File: config.mk
export PLATFORM = sky130hd
export DESIGN_NAME = multimode_ff_bank
export DESIGN_NICKNAME = d
export VERILOG_FILES = /design/src/rtl/multimode_ff_pkg.sv /design/src/rtl/ff_cell.sv /design/src/rtl/multimode_ff_bank.sv
export SDC_FILE = /design/constraint.sdc
export NUM_CORES = 1
export LEC_CHECK = 0
export BUFFER_PORTS_ARGS = -buffer_cell sky130_fd_sc_hd__buf_2
export CORE_ASPECT_RATIO = 1.75
export CORE_UTILIZATION = 53
export CTS_CLUSTER_DIAMETER = 60
export DETAILED_ROUTE_END_ITERATION = 7
export PLACE_DENSITY = 0.84
export SETUP_SLACK_MARGIN = 0.02
export SLEW_MARGIN = 20
export SYNTH_ARGS = -nofsm -noshare
export SYNTH_HDL_FRONTEND = slang
export SYNTH_HIERARCHICAL = 1
export SYNTH_SLANG_ARGS = --single-unit
File: constraint.sdc
create_clock -name clk -period 2.8 [get_ports clk]
set_clock_uncertainty 0.1 [all_clocks]
set_input_delay 0.42 -clock clk [delete_from_list [all_inputs] [get_ports clk]]
set_output_delay 0.42 -clock clk [all_outputs]
set_load 0.005 [all_outputs]
File: src/rtl/multimode_ff_pkg.sv
// Shared definitions for the multimode flip-flop bank.
// Holds the mode encoding and the single-bit next-state function.
package multimode_ff_pkg;

  typedef enum logic [1:0] {FF_SR, FF_JK, FF_D, FF_T} ff_mode_e;

  // The SR a=b=1 case holds here; flagging it is the caller's job.
  function automatic logic ff_next(ff_mode_e mode, logic q, logic a, logic b);
    logic nxt;
    nxt = q;
    case (mode)
      FF_SR: begin
        if (a && !b)      nxt = 1'b1;
        else if (!a && b) nxt = 1'b0;
        else              nxt = q;
      end
      FF_JK: begin
        case ({a, b})
          2'b10:   nxt = 1'b1;
          2'b01:   nxt = 1'b0;
          2'b11:   nxt = ~q;
          default: nxt = q;
        endcase
      end
      FF_D:    nxt = a;
      FF_T:    nxt = a ? ~q : q;
      default: nxt = q;
    endcase
    return nxt;
  endfunction

endpackage

File: src/rtl/ff_cell.sv
// One storage channel of the bank: a mode-selectable flip-flop.
// illegal_bit is combinational; the top registers the reduced flag.
module ff_cell
  import multimode_ff_pkg::*;
(
  input  logic     clk,
  input  logic     rst,
  input  logic     en,
  input  ff_mode_e mode,
  input  logic     a,
  input  logic     b,
  output logic     q,
  output logic     illegal_bit
);

  assign illegal_bit = en && (mode == FF_SR) && a && b;

  always_ff @(posedge clk or posedge rst) begin
    if (rst)     q <= 1'b0;
    else if (en) q <= ff_next(mode, q, a, b);
  end

endmodule

File: src/rtl/multimode_ff_bank.sv
// Bank of WIDTH configurable flip-flops with forbidden-SR detection,
// a sticky per-bit mask and a saturating event counter.
module multimode_ff_bank
  import multimode_ff_pkg::*;
#(
  parameter int WIDTH = 8,
  parameter int CNT_W = 8
) (
  input  logic             clk,
  input  logic             rst,
  input  logic             en,
  input  logic [1:0]       mode,
  input  logic [WIDTH-1:0] a,
  input  logic [WIDTH-1:0] b,
  input  logic             clr_sticky,
  output logic [WIDTH-1:0] q,
  output logic [WIDTH-1:0] qn,
  output logic             illegal,
  output logic [WIDTH-1:0] illegal_mask,
  output logic [CNT_W-1:0] illegal_cnt
);

  localparam logic [CNT_W-1:0] CNT_MAX = {CNT_W{1'b1}};
  localparam logic [CNT_W-1:0] CNT_ONE = CNT_W'(1);

  ff_mode_e         mode_e;
  logic [WIDTH-1:0] ill_vec;
  logic             ill_any;

  assign mode_e  = ff_mode_e'(mode);
  assign ill_any = |ill_vec;
  assign qn      = ~q;

  for (genvar i = 0; i < WIDTH; i++) begin : g_cell
    ff_cell u_cell (
      .clk         (clk),
      .rst         (rst),
      .en          (en),
      .mode        (mode_e),
      .a           (a[i]),
      .b           (b[i]),
      .q           (q[i]),
      .illegal_bit (ill_vec[i])
    );
  end

  // A clear on an illegal edge restarts the record with that event.
  always_ff @(posedge clk or posedge rst) begin
    if (rst) begin
      illegal      <= 1'b0;
      illegal_mask <= '0;
      illegal_cnt  <= '0;
    end else begin
      illegal <= ill_any;
      if (clr_sticky) begin
        illegal_mask <= ill_vec;
        illegal_cnt  <= ill_any ? CNT_ONE : '0;
      end else if (ill_any) begin
        illegal_mask <= illegal_mask | ill_vec;
        if (illegal_cnt != CNT_MAX) illegal_cnt <= illegal_cnt + CNT_ONE;
      end
    end
  end

endmodule

==> results.tsv <==
metric	value	unit
r2r_start	illegal_cnt[3]$_DFFE_PP0P_	
dp.final_hpwl	2761	um
numPortBuffers	54	
clkPwrFrac	0.239	
overflow	0	
dieArea	0.003193	mm2
grtUsageTotal	0.2414	
maxCapViolCount	0	
p_int	0.6211	mW
critPathLaunchType	input port	
placed_cells	250	
clock_path_buffers	2	
path_clk_slew	0.09	ns
seq_power_share	0.492	
post_cts_buffers	0	
power.leakage	1.076	nW
p_switching	0.2809	mW
dpl-instance-area	0.001854	mm2
final_cells	255	
vias_per_cell	6.125	
critPathKind	input port to flop	
required	2.88	ns
final_common_cell	buf_2	
synthToLayoutAreaGrowth	21.67	%
avgSynthCellArea	9.129	um2
ant_nets	0	
grt_pass1_wl	6154	um
cellPowerDensity	472.1	mW/mm2
rr_worst_depth	4	
r2r_slack	0.89	ns
synth_cell_types	32	
clock-root-buffer	clkbuf_8	
drtIter0Drc	55	
wl_per_cell	14.58	um
dr.pass1.iters	5	
fp.coreArea	0.002753	mm2
peakVddDrop	0.4525	mV
final_cell_mix	buf_2 (54), nor2_1 (26), dfrtp_1 (25)	
worst_pin_slew	0.6200	ns
grt_max_degree	33	
nets	252	
initial_core_util	0.5705	
clock-sinks	25	
comb_power_share	0.269	
cp-startpoint	mode[1]	
antenna_found_initial	0	
synth_area_leaders	dfrtp_1 (40%), nor2_1 (6.2%), a32o_1 (5.1%)	
switching_share	0.3114	
synth_edf_count	0	
maxSlewHeadroom	0.5862	
endpoint	illegal_cnt[7]$_DFFE_PP0P_	
max_freq	435.2	MHz
clk_latency	0.27	ns
vias	1562	
postLayoutCellArea	0.001911	mm2
post-place-ws	0.2290	ns
r2r-end	illegal_cnt[5]$_DFFE_PP0P_	
tns	0	ns
cts_buffers	3	
rows	25	
ios	55	
die_w	43.15	um
synthDominantCellAreaShare	0.3984	
cts.htree.levels	1	
critical_path.max_fanout	32	
grt_pass1_vias	1437	
rsz0062_at_grt	false	
ys.flop_type	dfrtp_1	
layout_min_cycle_time	2.298	ns
worst_slack	0.5022	ns
worstSetupEndpointType	flop	
syn_nets	195	
cts_tree	done	
diodes	0	
die_y	74.01	um
finalHoldViolCount	0	
hold_class	input port to flop	
syn_inst	172	
layout-drive-gt1-share	0.2675	
synth-seq-area-share	0.3984	
yosysTopAreaCell	dfrtp_1	
final_util	0.6941	
synth_area	0.001570	mm2
num-fill-cells	232	
slew_violations	0	
async_flop_share	1.000	
place_congestion	0.8993	
drc	0	
synth-seq-cells	25	
ys_warn_count	6	
status	completed	
routed_wl	3718	um
arrival	2.38	ns
timing.final.crit_share	0.8206	
setup_viol	0	
-- through the flow --
stage	hold slack [ns]	power, mW
global placement	0.2546	0.6790
detailed placement	0.2603	0.6933
global route	0.2943	0.9552
finish	0.2907	0.9020
CTS	0.2919	0.9072
floorplan	0.04871	0.5737
-- layer usage --
metal / wire (um) / global-route usage / part of all wire
met4: 48 / 0.07744 / 0.013
met3: 149 / 0.02184 / 0.040
met1: 1442 / 0.2855 / 0.39
met2: 2077 / 0.4494 / 0.56
met5: 0 / 0 / 0
-- power groups by stage --
stage	clock (mW)	combinational, mW	sequential [mW]
final	0.215	0.242	0.444
after global routing	0.237	0.269	0.450
after CTS	0.219	0.244	0.443
after detailed placement	0	0.242	0.451
after global placement	0	0.233	0.446
after floorplan	0	0.127	0.447
-- cell usage after synthesis, types with 2 or more instances --
cell and instances:
o21ai_0 10, nand3_1 3, a21oi_1 5, nand2_1 3, a211o_1 8, a21o_1 8, and4_1 9, or4_1 3
a21boi_0 8, o31ai_1 2, a32o_1 8, inv_1 19, dfrtp_1 25, nand3b_1 9, nor2_1 26, mux2i_1 8
nor4_1 3
-- how the worst min path moves through the flow --
stage                                           endpoint  cells past startpoint  slack (ns)  from
after detailed placement  g_cell[4].u_cell/q$_DFFE_PP0P_                      2        0.26   rst
after global routing      g_cell[3].u_cell/q$_DFFE_PP0P_                      2        0.29  a[3]
after CTS                 g_cell[3].u_cell/q$_DFFE_PP0P_                      2        0.29  a[3]
after global placement    g_cell[6].u_cell/q$_DFFE_PP0P_                      2        0.25   rst
after floorplan           g_cell[0].u_cell/q$_DFFE_PP0P_                      1        0.05   rst
final                     g_cell[3].u_cell/q$_DFFE_PP0P_                      2        0.29  a[3]
-- registers in the layout (all words and copies together) (netlist names) --
| register | cells |
|---|---|
| g_cell.u_cell/q | 8 |
| illegal_cnt | 8 |
| illegal_mask | 8 |
| illegal | 1 |
-- logic make-up after synthesis --
family,after synthesis,synth area share
buffers and inverters,23,0.06055
muxes,9,0.05817
and+or+nand+nor,60,0.2199
DFF,25,0.3984
adders and majority gates,1,0.007967
AOI/OAI and AO/OA,54,0.2550
-- what timing repair did --
item                      CTS  global route
hold endpoints to repair    8             0
resized for setup           0             0
hold buffers                1             0
-- worst max-delay path, stage by stage --
cell and delay, ns:
buf_2 0.40, nor2_1 0.09, and4_1 0.23, nor4_1 0.28, and2_1 0.35, inv_1 0.17
and4_2 0.21, a211oi_1 0.22
-- layout make-up --
class,count,area (um2),area share
Sequential cell,25,625.6,0.3274
Tap cell,27,33.78,0.01768
Timing Repair Buffer,55,280.3,0.1467
Inverter,20,75.07,0.03929
Multi-Input combinational cell,124,849.6,0.4447
Clock inverter,1,5.005,0.002620
Clock buffer,3,41.29,0.02161
No activity file was read; power rests on OpenSTA's default activity.
